File: config.mk
export PLATFORM = sky130hd
export DESIGN_NAME = pipe_ctrl_gen
export DESIGN_NICKNAME = d
export VERILOG_FILES = /design/src/rtl/pipe_ctrl_pkg.sv /design/src/rtl/pipe_ctrl_gen_stage_reg.sv /design/src/rtl/pipe_ctrl_gen.sv
export SDC_FILE = /design/constraint.sdc
export NUM_CORES = 1
export LEC_CHECK = 0
export CORE_AREA = 2 2 54 56
export CTS_CLUSTER_SIZE = 16
export DETAILED_ROUTE_END_ITERATION = 12
export DIE_AREA = 0 0 56 58
export DONT_BUFFER_PORTS = 1
export PLACE_DENSITY = 0.76
export SLEW_MARGIN = 20
export SYNTH_ARGS = -nofsm -noshare
export SYNTH_HDL_FRONTEND = slang
export SYNTH_HIERARCHICAL = 1
export SYNTH_SLANG_ARGS = --single-unit
File: constraint.sdc
create_clock -name clk -period 1.2 [get_ports clk]
set_clock_uncertainty 0.05 [all_clocks]
set_input_delay 0.24 -clock clk [delete_from_list [all_inputs] [get_ports clk]]
set_output_delay 0.24 -clock clk [all_outputs]
set_load 0.01 [all_outputs]
File: src/rtl/pipe_ctrl_pkg.sv
// Shared definitions for the pipelined MIPS control unit: opcode/funct
// encodings, ALU operation encodings and the control bundle that travels
// down the pipe alongside each instruction.
package pipe_ctrl_pkg;

  // Opcodes recognised by the main decoder
  localparam logic [5:0] OP_RTYPE = 6'b000000;
  localparam logic [5:0] OP_LW    = 6'b100011;
  localparam logic [5:0] OP_SW    = 6'b101011;
  localparam logic [5:0] OP_BEQ   = 6'b000100;
  localparam logic [5:0] OP_BNE   = 6'b000101;
  localparam logic [5:0] OP_ADDI  = 6'b001000;
  localparam logic [5:0] OP_J     = 6'b000010;

  // R-type funct codes
  localparam logic [5:0] FN_ADD = 6'b100000;
  localparam logic [5:0] FN_SUB = 6'b100010;
  localparam logic [5:0] FN_AND = 6'b100100;
  localparam logic [5:0] FN_OR  = 6'b100101;
  localparam logic [5:0] FN_SLT = 6'b101010;

  // aluop: how the ALU decoder should pick the operation
  localparam logic [1:0] ALUOP_ADD   = 2'b00;
  localparam logic [1:0] ALUOP_SUB   = 2'b01;
  localparam logic [1:0] ALUOP_FUNCT = 2'b10;

  // alucontrol encodings seen by the ALU
  localparam logic [2:0] ALU_AND = 3'b000;
  localparam logic [2:0] ALU_OR  = 3'b001;
  localparam logic [2:0] ALU_ADD = 3'b010;
  localparam logic [2:0] ALU_SUB = 3'b110;
  localparam logic [2:0] ALU_SLT = 3'b111;

  typedef struct packed {
    logic       valid;
    logic       regwrite;
    logic       memtoreg;
    logic       memwrite;
    logic       alusrc;
    logic       regdst;
    logic [2:0] alucontrol;
  } ctrl_bundle_t;

  // A bubble is a fully inert bundle, valid bit included
  localparam ctrl_bundle_t CTRL_BUBBLE = '0;

  // Everything the Decode stage produces for one instruction
  typedef struct packed {
    ctrl_bundle_t ctrl;
    logic         branch;
    logic         jump;
  } decode_t;

endpackage

File: src/rtl/pipe_ctrl_gen_stage_reg.sv
// One pipeline register for the control bundle. Clear always wins over hold
// here; a stage that needs hold to dominate masks clear at the instantiation.
module ctrl_stage_reg
  import pipe_ctrl_pkg::*;
(
  input  logic         clk,
  input  logic         rst,
  input  logic         hold,
  input  logic         clear,
  input  ctrl_bundle_t d,
  output ctrl_bundle_t q
);

  // Bundle register: async reset, then clear-to-bubble, hold, or load
  always_ff @(posedge clk or posedge rst) begin
    if (rst) begin
      q <= CTRL_BUBBLE;
    end else if (clear) begin
      q <= CTRL_BUBBLE;
    end else if (hold) begin
      q <= q;
    end else begin
      q <= d;
    end
  end

endmodule

File: src/rtl/pipe_ctrl_gen.sv
// Pipelined MIPS control unit. Decodes op/funct in Decode and carries the
// control bundle through Execute, MEM_STAGES Memory stages and Writeback.
// Optional feature macro: PIPE_CTRL_BNE_EN adds bne (branch on not equal).
module pipe_ctrl_gen
  import pipe_ctrl_pkg::*;
#(
  parameter int MEM_STAGES = 1
) (
  input  logic                  clk,
  input  logic                  reset,
  input  logic [5:0]            op,
  input  logic [5:0]            funct,
  input  logic                  equalD,
  input  logic                  stallE,
  input  logic                  flushE,
  input  logic                  flushM,
  output logic                  pcsrcD,
  output logic                  jumpD,
  output logic                  branchD,
  output logic                  alusrcE,
  output logic                  regdstE,
  output logic [2:0]            alucontrolE,
  output logic                  regwriteE,
  output logic                  memtoregE,
  output logic                  validE,
  output logic                  memwriteM,
  output logic [MEM_STAGES-1:0] regwriteM,
  output logic [MEM_STAGES-1:0] validM,
  output logic                  regwriteW,
  output logic                  memtoregW,
  output logic                  validW
);

  if (MEM_STAGES < 1 || MEM_STAGES > 4) begin : g_bad_depth
    $fatal(1, "pipe_ctrl_gen: MEM_STAGES must be in 1..4");
  end

  // ALU decoder: {recognised, alucontrol}. Unknown R-type funct is not recognised.
  function automatic logic [3:0] alu_decode(input logic [1:0] aluop, input logic [5:0] fn);
    logic [3:0] r;
    case (aluop)
      ALUOP_ADD: r = {1'b1, ALU_ADD};
      ALUOP_SUB: r = {1'b1, ALU_SUB};
      ALUOP_FUNCT: begin
        case (fn)
          FN_ADD:  r = {1'b1, ALU_ADD};
          FN_SUB:  r = {1'b1, ALU_SUB};
          FN_AND:  r = {1'b1, ALU_AND};
          FN_OR:   r = {1'b1, ALU_OR};
          FN_SLT:  r = {1'b1, ALU_SLT};
          default: r = {1'b0, ALU_ADD};
        endcase
      end
      default: r = {1'b1, ALU_ADD};
    endcase
    return r;
  endfunction

  // Main decoder; an unrecognised opcode yields an invalid bundle with ALU add
  function automatic decode_t decode(input logic [5:0] opc, input logic [5:0] fn);
    decode_t    r;
    logic [1:0] aluop;
    logic [3:0] alu;
    r     = '0;
    aluop = ALUOP_ADD;
    case (opc)
      OP_RTYPE: begin
        r.ctrl.valid    = 1'b1;
        r.ctrl.regwrite = 1'b1;
        r.ctrl.regdst   = 1'b1;
        aluop           = ALUOP_FUNCT;
      end
      OP_LW: begin
        r.ctrl.valid    = 1'b1;
        r.ctrl.regwrite = 1'b1;
        r.ctrl.alusrc   = 1'b1;
        r.ctrl.memtoreg = 1'b1;
      end
      OP_SW: begin
        r.ctrl.valid    = 1'b1;
        r.ctrl.alusrc   = 1'b1;
        r.ctrl.memwrite = 1'b1;
      end
      OP_BEQ: begin
        r.ctrl.valid = 1'b1;
        r.branch     = 1'b1;
        aluop        = ALUOP_SUB;
      end
      OP_BNE: begin
`ifdef PIPE_CTRL_BNE_EN
        r.ctrl.valid = 1'b1;
        r.branch     = 1'b1;
        aluop        = ALUOP_SUB;
`else
        r.ctrl.valid = 1'b0;
`endif
      end
      OP_ADDI: begin
        r.ctrl.valid    = 1'b1;
        r.ctrl.regwrite = 1'b1;
        r.ctrl.alusrc   = 1'b1;
      end
      // A jump is resolved in Decode and leaves nothing for later stages
      OP_J: r.jump = 1'b1;
      default: r.ctrl.valid = 1'b0;
    endcase
    alu               = alu_decode(aluop, fn);
    r.ctrl.alucontrol = alu[2:0];
    r.ctrl.regwrite   = r.ctrl.regwrite & alu[3];
    return r;
  endfunction

  decode_t      dec;
  ctrl_bundle_t e_q;
  ctrl_bundle_t m_q [MEM_STAGES];
  ctrl_bundle_t w_q;

  // Decode stage: purely combinational from op/funct
  always_comb begin
    dec = decode(op, funct);
  end

  // Branch resolution; bne inverts the register-compare sense
  always_comb begin
`ifdef PIPE_CTRL_BNE_EN
    if (op == OP_BNE) begin
      pcsrcD = dec.branch & ~equalD;
    end else begin
      pcsrcD = dec.branch & equalD;
    end
`else
    pcsrcD = dec.branch & equalD;
`endif
  end

  assign jumpD   = dec.jump;
  assign branchD = dec.branch;

  // Execute: a stall holds E and overrides any flush requested in the same cycle
  ctrl_stage_reg u_e (
    .clk   (clk),
    .rst   (reset),
    .hold  (stallE),
    .clear (flushE & ~stallE),
    .d     (dec.ctrl),
    .q     (e_q)
  );

  for (genvar i = 0; i < MEM_STAGES; i++) begin : g_mem
    if (i == 0) begin : g_first
      // M[0] takes a bubble while E is held or when explicitly flushed
      ctrl_stage_reg u_m (
        .clk   (clk),
        .rst   (reset),
        .hold  (1'b0),
        .clear (stallE | flushM),
        .d     (e_q),
        .q     (m_q[i])
      );
    end else begin : g_rest
      ctrl_stage_reg u_m (
        .clk   (clk),
        .rst   (reset),
        .hold  (1'b0),
        .clear (1'b0),
        .d     (m_q[i-1]),
        .q     (m_q[i])
      );
    end
    assign regwriteM[i] = m_q[i].regwrite;
    assign validM[i]    = m_q[i].valid;
    // Datapath fields are carried for completeness but only regwrite/valid leave
    logic unused_m;
    assign unused_m = ^m_q[i];
  end

  // Writeback register, never stalled
  ctrl_stage_reg u_w (
    .clk   (clk),
    .rst   (reset),
    .hold  (1'b0),
    .clear (1'b0),
    .d     (m_q[MEM_STAGES-1]),
    .q     (w_q)
  );

  assign alusrcE     = e_q.alusrc;
  assign regdstE     = e_q.regdst;
  assign alucontrolE = e_q.alucontrol;
  assign regwriteE   = e_q.regwrite;
  assign memtoregE   = e_q.memtoreg;
  assign validE      = e_q.valid;
  assign memwriteM   = m_q[0].memwrite;
  assign regwriteW   = w_q.regwrite;
  assign memtoregW   = w_q.memtoreg;
  assign validW      = w_q.valid;

  logic unused_ew;
  assign unused_ew = ^{e_q, w_q};

endmodule

======== Yosys cells after proc, flatten, opt, wreduce, memory -nomap -nowiden ========
Cells that the tools add are included.
storage, ports and cells
  word-level logic and storage cells ...... 50
  output and inout bits ................... 17
  register bits ........................... 16
operators by class
  eq/ne operators ......................... 13
  reductions and logical operators ........ 4
  muxes and demuxes ....................... 14
  bitwise logic cells ..................... 5
operators by type and width
  cell                count
  $eq 6x6->1 const B  7
  $mux 9              3
  $pmux 4 s5          1
  $mux 1              8
  $pmux 4 s2          1
  $eq 6x2->1 const B  1
  $eq 6x3->1 const B  1
  $eq 6x4->1 const B  1
  $logic_not 6->1     1
  $reduce_or 3->1     2
  $reduce_or 5->1     1
  $pmux 2 s2          1
  $and 1x1->1         3
  $eq 2x1->1 const B  1
  $eq 2x2->1 const B  1
  $ne 2x1->1 const B  1
  $not 1->1           1
  $or 1x1->1          1

======== Longest topological paths before layout ========
Gate-level depths: netlist (run 1).
  word-level depth ........................ 7
  mapped depth ............................ 9
  depth with buffers taken out ............ 9

======== By module ========
The synthesis (run 1) kept the hierarchy.
by module, submodules not included
  module          area each (µm²)  cells each  seq. area each (µm²)  instances
  ctrl_stage_reg  367.9            30          225.2                 3
  pipe_ctrl_gen   274.0            39          0.0                   1

======== Worst setup path after synthesis (run 1) ========
Ideal clock, no wire load.
  kind .................................... input to register
  start ................................... in op[0]
  end ..................................... reg u_e/q[7] in the netlist's numbering
  setup slack ............................. -0.781 ns
  arrival ................................. 1.801 ns
  required time ........................... 1.020 ns
  path buffers ............................ 0
  stages .................................. 9
  library setup time ...................... 0.130 ns
  path through ............................ or3_4 -> nor4b_4 -> inv_1 -> ha_1 -> nand2b_1 -> a41oi_1 -> nor4_1 -> mux2i_1 -> nor2_1
RTL lines
  what                    RTL line                       text
  start: declaration      pipe_ctrl_gen.sv:11            input logic [5:0] op,
  end signal: assignment  pipe_ctrl_gen_stage_reg.sv:21  q <= q;
  end: declaration        pipe_ctrl_gen_stage_reg.sv:11  output ctrl_bundle_t q

==> out/qor.yml, run 1 <==
grt:
  grt_util_met1: 0.1136
  use_met2: 0.2437
  grt_pass1_wl_mm: 3.222
  gr-usage-met3: 0.08036
  grt_start_max_net_pins: 12
  grt_pass1_vias: 730
  grt_overflow: 0
  busiest_layer: "met2"
  grt_antenna_before_repair: 0
  grt_util_all_layers: 0.1283
placed_design:
  port-buffer-count: 0
  dpl.hpwl_mm: 1.549
  place_area_um2: 989.7
  pre_cts_ws_ns: -0.7666
  gp_congestion: 0.7035
  post-place-cells: 128
sta:
  max_slew_margin: 0.6490
  final-setup-viol-count: 7
  timing.fmax_ghz: 0.6294
  tightestPinTransition_ns: 0.5218
  fin_crit_ns: 1.589
  drv_slew: 0
  min_period_over_period: 1.324
  setup_slack_ns: -0.3888
  fin_hold_ws_ns: 0.06290
  rsz0062_at_grt: "true"
  finalHoldViolCount: 0
pwr:
  combPwrFrac: 0.093
  seq_power_share: 0.551
  vdd_drop_max_v: 0.0008472
  swShare: 0.2313
  p_int_w: 0.0007763
  power.density_mw_per_mm2: 920.4
  total_leakage_power_nw: 0.5159
  clkPwrFrac: 0.356
  p_sw_w: 0.0002336
cells_and_area:
  nFillCells: 278
  instances_no_fill: 133
  layout-drive-gt1-share: 0.2059
  finalNetCount: 124
  area_growth_pct: 15.39
  seqCellArea_um2: 400.4
  layout_commonest_cell: "nor2_1"
  design_area_mm2: 0.001097
  antenna_cells: 0
  multi_input_area_um2: 551.8
  layout_common_cells: "nor2_1 (19), mux2i_1 (17), dfrtp_1 (16)"
synth:
  yosysWarningCount: 6
  syn_area_um2: 950.9
  syn_avg_cell_area_um2: 9.905
  synth_cells: 96
clock_tree:
  cts_max_path_buffers: 2
  clk_latency_ns: 0.29
  clock-sinks: 16
  htreeDepth: 1
  post_cts_buffers: 0
  clkTransAtPathRegs_ns: 0.10
  cts_buffers: 3
  cts_root_buf: "clkbuf_4"
  cts_tree: "done"
floorplan:
  die_w_um: 56
  start_util: 0.3571
  rows: 19
  die_area_mm2: 0.003248
  io_pins: 35
  die_y_um: 58
  core_mm2: 0.002663
route:
  via_count: 714
  post_drt_wl_per_cell_um: 14.96
  drt_wl_total_mm: 1.990
  first_iter_violations: 9
  route.detailed.drc: 0
  postRouteAntennaNets: 0
  firstDrtPassIters: 4
  viasPerCell: 5.368
setup_path:
  path_max_fanout: 4
  start_kind: "input port"
  reg2reg_depth: 2
  critical_path_arrival_ns: 1.73
  cp_data_required_time_ns: 1.34
  crit_type: "input port to flip-flop"
  r2r_setup_slack_ns: 0.35
  cp-end-kind: "flip-flop"
min_path:
  hold_class: "input port to flip-flop"
  worstHoldPathCells: 2
run_status:
  violations: "negative setup slack"
  status: "finished, violations left"
job:
  maxCapViolations: 0
==> final cells by class <==
type | instances | share of cell area
clock buffer | 4 | 0.03307
inverter | 5 | 0.01710
multi-input combinational | 71 | 0.5029
sequential | 16 | 0.3649
tap | 31 | 0.03535
timing repair buffer | 6 | 0.04675
==> power groups by stage <==
stage / Combinational [W] / Sequential [W] / Clock [W]
after global placement: 0.0000797 / 0.000567 / 0
after global routing: 0.000104 / 0.000557 / 0.000388
after CTS: 0.0000887 / 0.000556 / 0.000372
after detailed placement: 0.0000827 / 0.000567 / 0
after floorplan: 0.0000865 / 0.000565 / 0
final: 0.0000938 / 0.000556 / 0.000360
==> what timing repair did <==
| action | in CTS | in global routing |
|---|---|---|
| gates resized for setup | 6 | 7 |
| endpoints found under the setup margin | 7 | 7 |
| pin swaps | 1 | 4 |
| hold buffers | 1 | 0 |
| endpoints found under the hold margin | 16 | 0 |
==> critical path, stage by stage <==
cell and delay (ns):
or3_4 0.39, nor4b_4 0.26, inv_2 0.09, ha_4 0.29
nand2b_4 0.05, a41oi_1 0.16, nor4_1 0.06, mux2i_1 0.12
nor2_1 0.06
==> per-stage QoR <==
step	setup TNS, ns	total power [W]	util
3_5_place_dp	-3.596	0.0006496	0.3717
6_report	-1.783	0.001010	0.4121
2_1_floorplan	-3.467	0.0006511	-
3_3_place_gp	-3.312	0.0006465	0.3717
4_1_cts	-1.877	0.001017	0.3990
5_1_grt	-2.229	0.001050	0.4121
==> layer usage <==
metal,part of all wire,wire length (um)
met5,0,0
met4,0,0
met3,0.10,200
met2,0.57,1129
met1,0.33,660
==> state kept, by name (all words and copies together) (netlist names) <==
name / count
g_mem.g_first.u_m/q: 4
u_e/q: 9
u_w/q: 3
==> path summary, 6_finish.rpt <==
| path | from | to |
|---|---|---|
| min in group asynchronous | reset | u_w/q[6] |
| setup / recovery | op[0] | u_e/q[7] |
| setup reg to reg | u_e/q[7] | g_mem[0].g_first.u_m/q[7] |
| max in group asynchronous | reset | u_e/q[3] |
| hold / removal | stallE | u_e/q[6] |
| hold reg to reg | u_e/q[5] | g_mem[0].g_first.u_m/q[5] |
No activity file was read; power rests on OpenSTA's default activity.
==> run 2, diff against run 1 <==
Settings changed: PLACE_DENSITY 0.76 to 0.7, RECOVER_POWER from default to 100.
==> out/qor.yml, run 2 (synthesis gave the netlist of run 1 again) <==
run_status:
  status: "finished, violations left"
  violations: "negative setup slack"
pwr:
  power.density_mw_per_mm2: 885.2  # -3.8%
  power_w: 0.001008  # -0.20%
  total_leakage_power_nw: 0.5300  # +2.7%
  vdd_drop_max_v: 0.0005966  # -30%
setup_path:
  cp-end-kind: "flip-flop"
  start_kind: "input port"
  path_max_fanout: 4  # unchanged
  critPathTopFamily: "simple AND/OR/NAND/NOR gates"
  crit_type: "input port to flip-flop"
  cp_data_required_time_ns: 1.33  # about the same
  slowest_delay_ns: 0.39  # about the same
  cp_cell_sequence: "or3_4, nor4b_4, inv_2, ha_4, nand2b_4, a41oi_1, nor4_1, mux2i_1, nor2_1"
  crit_buf_inv: 1  # unchanged
  critical_path_arrival_ns: 1.74  # about the same
  cp_slowest_cell: "or3_4"
route:
  via_count: 735  # +2.9%
  wl_met3_um: 167  # -17%
  top_layer: "met4"
  met2_length_mm: 1.126  # -0.27%
  drt_wl_total_mm: 2.073  # +4.2%
  post_drt_wl_per_cell_um: 15.36  # +2.6%
  viasPerCell: 5.444  # +1.4%
  postRouteAntennaNets: 0  # unchanged
  firstDrtPassIters: 5  # +1
  wl_met1_um: 760  # +15%
  first_iter_violations: 4  # -5
  route.detailed.drc: 0  # unchanged
sta:
  rsz0062_at_grt: "true"
  fin_crit_ns: 1.614  # +0.02480 ns
  final-setup-viol-count: 6  # -1
  fin_hold_ws_ns: 0.06617  # +0.003270 ns
  setup_slack_ns: -0.4136  # -0.02480 ns
  min_period_over_period: 1.345  # +0.02066
  drv_slew: 0  # unchanged
  timing.fmax_ghz: 0.6197  # -1.5%
  finalHoldViolCount: 0  # unchanged
grt:
  grt_pass1_vias: 690  # -5.5%
  grt_antenna_before_repair: 0  # unchanged
  grt_overflow: 0  # unchanged
  grt_pass1_wl_mm: 3.180  # -1.3%
  grt_util_all_layers: 0.1270  # -0.001300
  grt_start_max_net_pins: 12  # unchanged
placed_design:
  place_area_um2: 989.7  # unchanged
  port-buffer-count: 0  # unchanged
  gp_congestion: 0.7016  # -0.27%
  dpl.hpwl_mm: 1.571  # +1.5%
clock_tree:
  clkTransAtPathRegs_ns: 0.09  # about the same
  clock-sinks: 16  # unchanged
  clk_latency_ns: 0.28  # about the same
  cts_root_buf: "clkbuf_4"
  htreeDepth: 1  # unchanged
  cts_tree: "done"
  cts_max_path_buffers: 2  # unchanged
  cts_buffers: 3  # unchanged
floorplan:
  die_area_mm2: 0.003248  # unchanged
  core_mm2: 0.002663  # unchanged
  start_util: 0.3571  # unchanged
  rows: 19  # unchanged
  die_w_um: 56  # unchanged
  io_pins: 35  # unchanged
  die_y_um: 58  # unchanged
min_path:
  hold_class: "input port to flip-flop"
cells_and_area:
  top_register: "u_e/q"
  area_growth_pct: 19.74
  fin_util: 0.4276  # +0.01551
  layout_common_cells: "nor2_1 (19), mux2i_1 (17), dfrtp_1 (16)"
  antenna_cells: 0  # unchanged
  design_area_mm2: 0.001139  # +3.8%
  layout_commonest_cell: "nor2_1"
  largest_reg_flops: 9  # unchanged
  layout-drive-gt1-share: 0.2308  # +0.02489
  reg_top3: "u_e/q (9), g_mem.g_first.u_m/q (4), u_w/q (3)"
  finalNetCount: 126  # +1.6%
job:
  maxCapViolations: 0  # unchanged
run 2: cell count changes in the layout (fill, tap and decap cells not counted), sizes merged:
cell,delta
buf,+1
clkbuf,+1
run 2: power by group:
group          internal, W   total, W  switching (W)  leakage [nW]
clock network     0.000184   0.000353       0.000168        0.0210
logic            0.0000471  0.0000985      0.0000514         0.289
registers         0.000546   0.000557      0.0000104         0.220
total             0.000778    0.00101       0.000230         0.530
run 2: worst paths after layout:
path / from / slack (ns) / end / cells past startpoint
hold reg to reg: u_e/q[5] / 0.49 / g_mem[0].g_first.u_m/q[5] / 2
min in group asynchronous: reset / 0.26 / u_w/q[8] / 2
max in group asynchronous: reset / 0.48 / u_e/q[6] / 2
setup / recovery: op[0] / -0.41 / u_e/q[7] / 9
hold / removal: stallE / 0.07 / u_e/q[3] / 2
setup reg to reg: u_e/q[7] / 0.35 / u_e/q[7] / 2
run 2: routing by layer:
metal / GRT usage / vias up
met2: 0.2387 / 31
met5: 0 / -
met4: 0.05102 / 0
met3: 0.05134 / 2
met1: 0.1238 / 357
li1: - / 345
run 2: through the flow:
| stage | cells | setup slack [ns] | TNS (ns) |
|---|---|---|---|
| floorplan | 98 | -0.7805 | -3.467 |
| global placement | 128 | -0.6768 | -3.305 |
| detailed placement | 128 | -0.7691 | -3.591 |
| CTS | 134 | -0.4132 | -2.060 |
| global route | 135 | -0.4904 | -2.440 |
| finish | 135 | -0.4136 | -2.059 |
run 2: what timing repair did:
item | CTS | global route
hold buffers | 1 | 0
setup buffers | 1 | 1
endpoints found under the hold margin | 16 | 0
resized for setup | 10 | 5
setup endpoints to repair | 7 | 7
pin swaps | 2 | 2
run 2: cell type report:
cell class              count  area [um2]
clock buffers               4       36.28
fillers                   268        1524
inverters                   5       18.77
multi-input cells          71       574.3
flip-flops and latches     16       400.4
well taps                  31       38.79
repair buffers              8       70.07
run 2: worst register-to-register path: cells and delay by family, from the launching register on:
kind,cells,cell delay (ns)
mux,1,0.18
flops,1,0.46
simple gates,1,0.06
==> run 3, diff against run 2 <==
Settings changed: PLACE_DENSITY 0.7 to 0.67, SKIP_CTS_REPAIR_TIMING from default to 1.
Clock period 1.2 ns to 1.66 ns, I/O delays scaled along.
==> out/qor.yml, run 3 (synthesis gave the netlist of run 1 again) <==
floorplan:
  die_w_um: 56  # unchanged
  start_util: 0.3571  # unchanged
  die_y_um: 58  # unchanged
  io_pins: 35  # unchanged
  core_mm2: 0.002663  # unchanged
  rows: 19  # unchanged
  die_area_mm2: 0.003248  # unchanged
pwr:
  p_int_w: 0.0005583  # -28%
  combPwrFrac: 0.088  # -0.010
  power_w: 0.0007142  # -29%
  p_sw_w: 0.0001559  # -32%
  power.density_mw_per_mm2: 677.9  # -23%
  vdd_drop_max_v: 0.0005769  # -3.3%
  clkPwrFrac: 0.349  # about the same
  total_leakage_power_nw: 0.5021  # -5.3%
  seq_power_share: 0.563  # +0.011
  swShare: 0.2183  # -0.009978
placed_design:
  dpl.hpwl_mm: 1.495  # -4.8%
  place_area_um2: 974.7  # -1.5%
  gp_congestion: 0.7318  # +4.3%
  pre_cts_ws_ns: -0.4238  # +0.3453 ns
  port-buffer-count: 0  # unchanged
cells_and_area:
  nFillCells: 274  # +2.2%
  design_area_mm2: 0.001054  # -7.5%
  reg_top3: "u_e/q (9), g_mem.g_first.u_m/q (4), u_w/q (3)"
  finalNetCount: 122  # -3.2%
  antenna_cells: 0  # unchanged
  layout-drive-gt1-share: 0.1400  # -0.09077
  layout_common_cells: "nor2_1 (19), mux2i_1 (17), dfrtp_1 (16)"
  largest_reg_flops: 9  # unchanged
  layout_commonest_cell: "nor2_1"
  top_register: "u_e/q"
  area_growth_pct: 10.79
clock_tree:
  cts_buffers: 3  # unchanged
  clkTransAtPathRegs_ns: 0.08  # about the same
  htreeDepth: 1  # unchanged
  clock-sinks: 16  # unchanged
  cts_max_path_buffers: 2  # unchanged
  cts_root_buf: "clkbuf_4"
  cts_tree: "done"
  clk_latency_ns: 0.28  # about the same
sta:
  fin_hold_ws_ns: 0.1646  # +0.09842 ns
  min_period_over_period: 1.052
  fin_crit_ns: 1.747
  finalHoldViolCount: 0  # unchanged
  drv_slew: 0  # unchanged
  timing.fmax_ghz: 0.5724
  setup_slack_ns: -0.08701  # +0.3266 ns
  final-setup-viol-count: 2  # -4
  rsz0062_at_grt: "true"
  tns_ns: -0.1628  # +1.896 ns
run_status:
  status: "finished, violations left"
  violations: "negative setup slack"
setup_path:
  path_max_fanout: 4  # unchanged
  cp-end-kind: "output port"
  cp_data_required_time_ns: 1.28  # -0.05 ns
  start_kind: "input port"
  critical_path_arrival_ns: 1.37  # -0.37 ns
  crit_type: "input port to output port"
grt:
  grt_antenna_before_repair: 0  # unchanged
  grt_overflow: 0  # unchanged
  grt_start_max_net_pins: 12  # unchanged
  grt_util_all_layers: 0.1174  # -0.009585
  grt_pass1_vias: 699  # +1.3%
  grt_pass1_wl_mm: 3.049  # -4.1%
route:
  firstDrtPassIters: 4  # -1
  route.detailed.drc: 0  # unchanged
  post_drt_wl_per_cell_um: 13.86  # -9.7%
  viasPerCell: 5.229  # -4.0%
  drt_wl_total_mm: 1.816  # -12%
  via_count: 685  # -6.8%
  postRouteAntennaNets: 0  # unchanged
  first_iter_violations: 13  # +9
job:
  maxCapViolations: 0  # unchanged
min_path:
  hold_class: "input port to flip-flop"
-- run 3: changes by cell type in the layout (fill, tap and decap cells not counted), sizes merged --
cell and delta:
buf -3, clkbuf -1
-- run 3: worst paths after layout --
kind / start / to / slack, ns / cells after the start
max in group asynchronous: reset / u_e/q[8] / 0.86 / 2
max reg2reg: u_e/q[7] / u_e/q[7] / 0.83 / 2
min: stallE / u_e/q[0] / 0.16 / 2
min in group asynchronous: reset / u_w/q[6] / 0.35 / 2
min reg2reg: g_mem[0].g_first.u_m/q[6] / u_w/q[6] / 0.48 / 2
max: op[0] / pcsrcD / -0.09 / 4
-- run 3: final cells by class --
type                    count  area (um2)  share of cell area
repair buffers              4       32.53             0.03088
flip-flops and latches     16       400.4              0.3800
clock buffers               4       36.28             0.03444
multi-input cells          71       526.8              0.5000
inverters                   5       18.77             0.01781
well taps                  31       38.79             0.03682
-- run 3: power by group through the flow --
stage	combinational (W)	sequential (W)	clock (W)
after global placement	0.0000571	0.000410	0
after global routing	0.0000705	0.000403	0.000283
after floorplan	0.0000625	0.000408	0
after CTS	0.0000588	0.000403	0.000263
after detailed placement	0.0000585	0.000410	0
final	0.0000629	0.000402	0.000249
-- run 3: stage by stage --
step,instances,util
global placement,126,0.3661
global route,131,0.3957
finish,131,0.3957
CTS,130,0.3797
floorplan,98,-
detailed placement,126,0.3661
-- run 3: worst max-delay path: stages --
cell	delay (ns)
or3_4	0.39
nor4b_4	0.26
buf_4	0.20
and2_1	0.18
-- run 3: per-layer routing --
metal  global-route usage  vias up  wire length (um)
met5                    0        -                 0
met4              0.02041        0                 0
met1               0.1164      329               663
li1                     -      332                 -
met3              0.06250        0               176
met2               0.2202       24               976
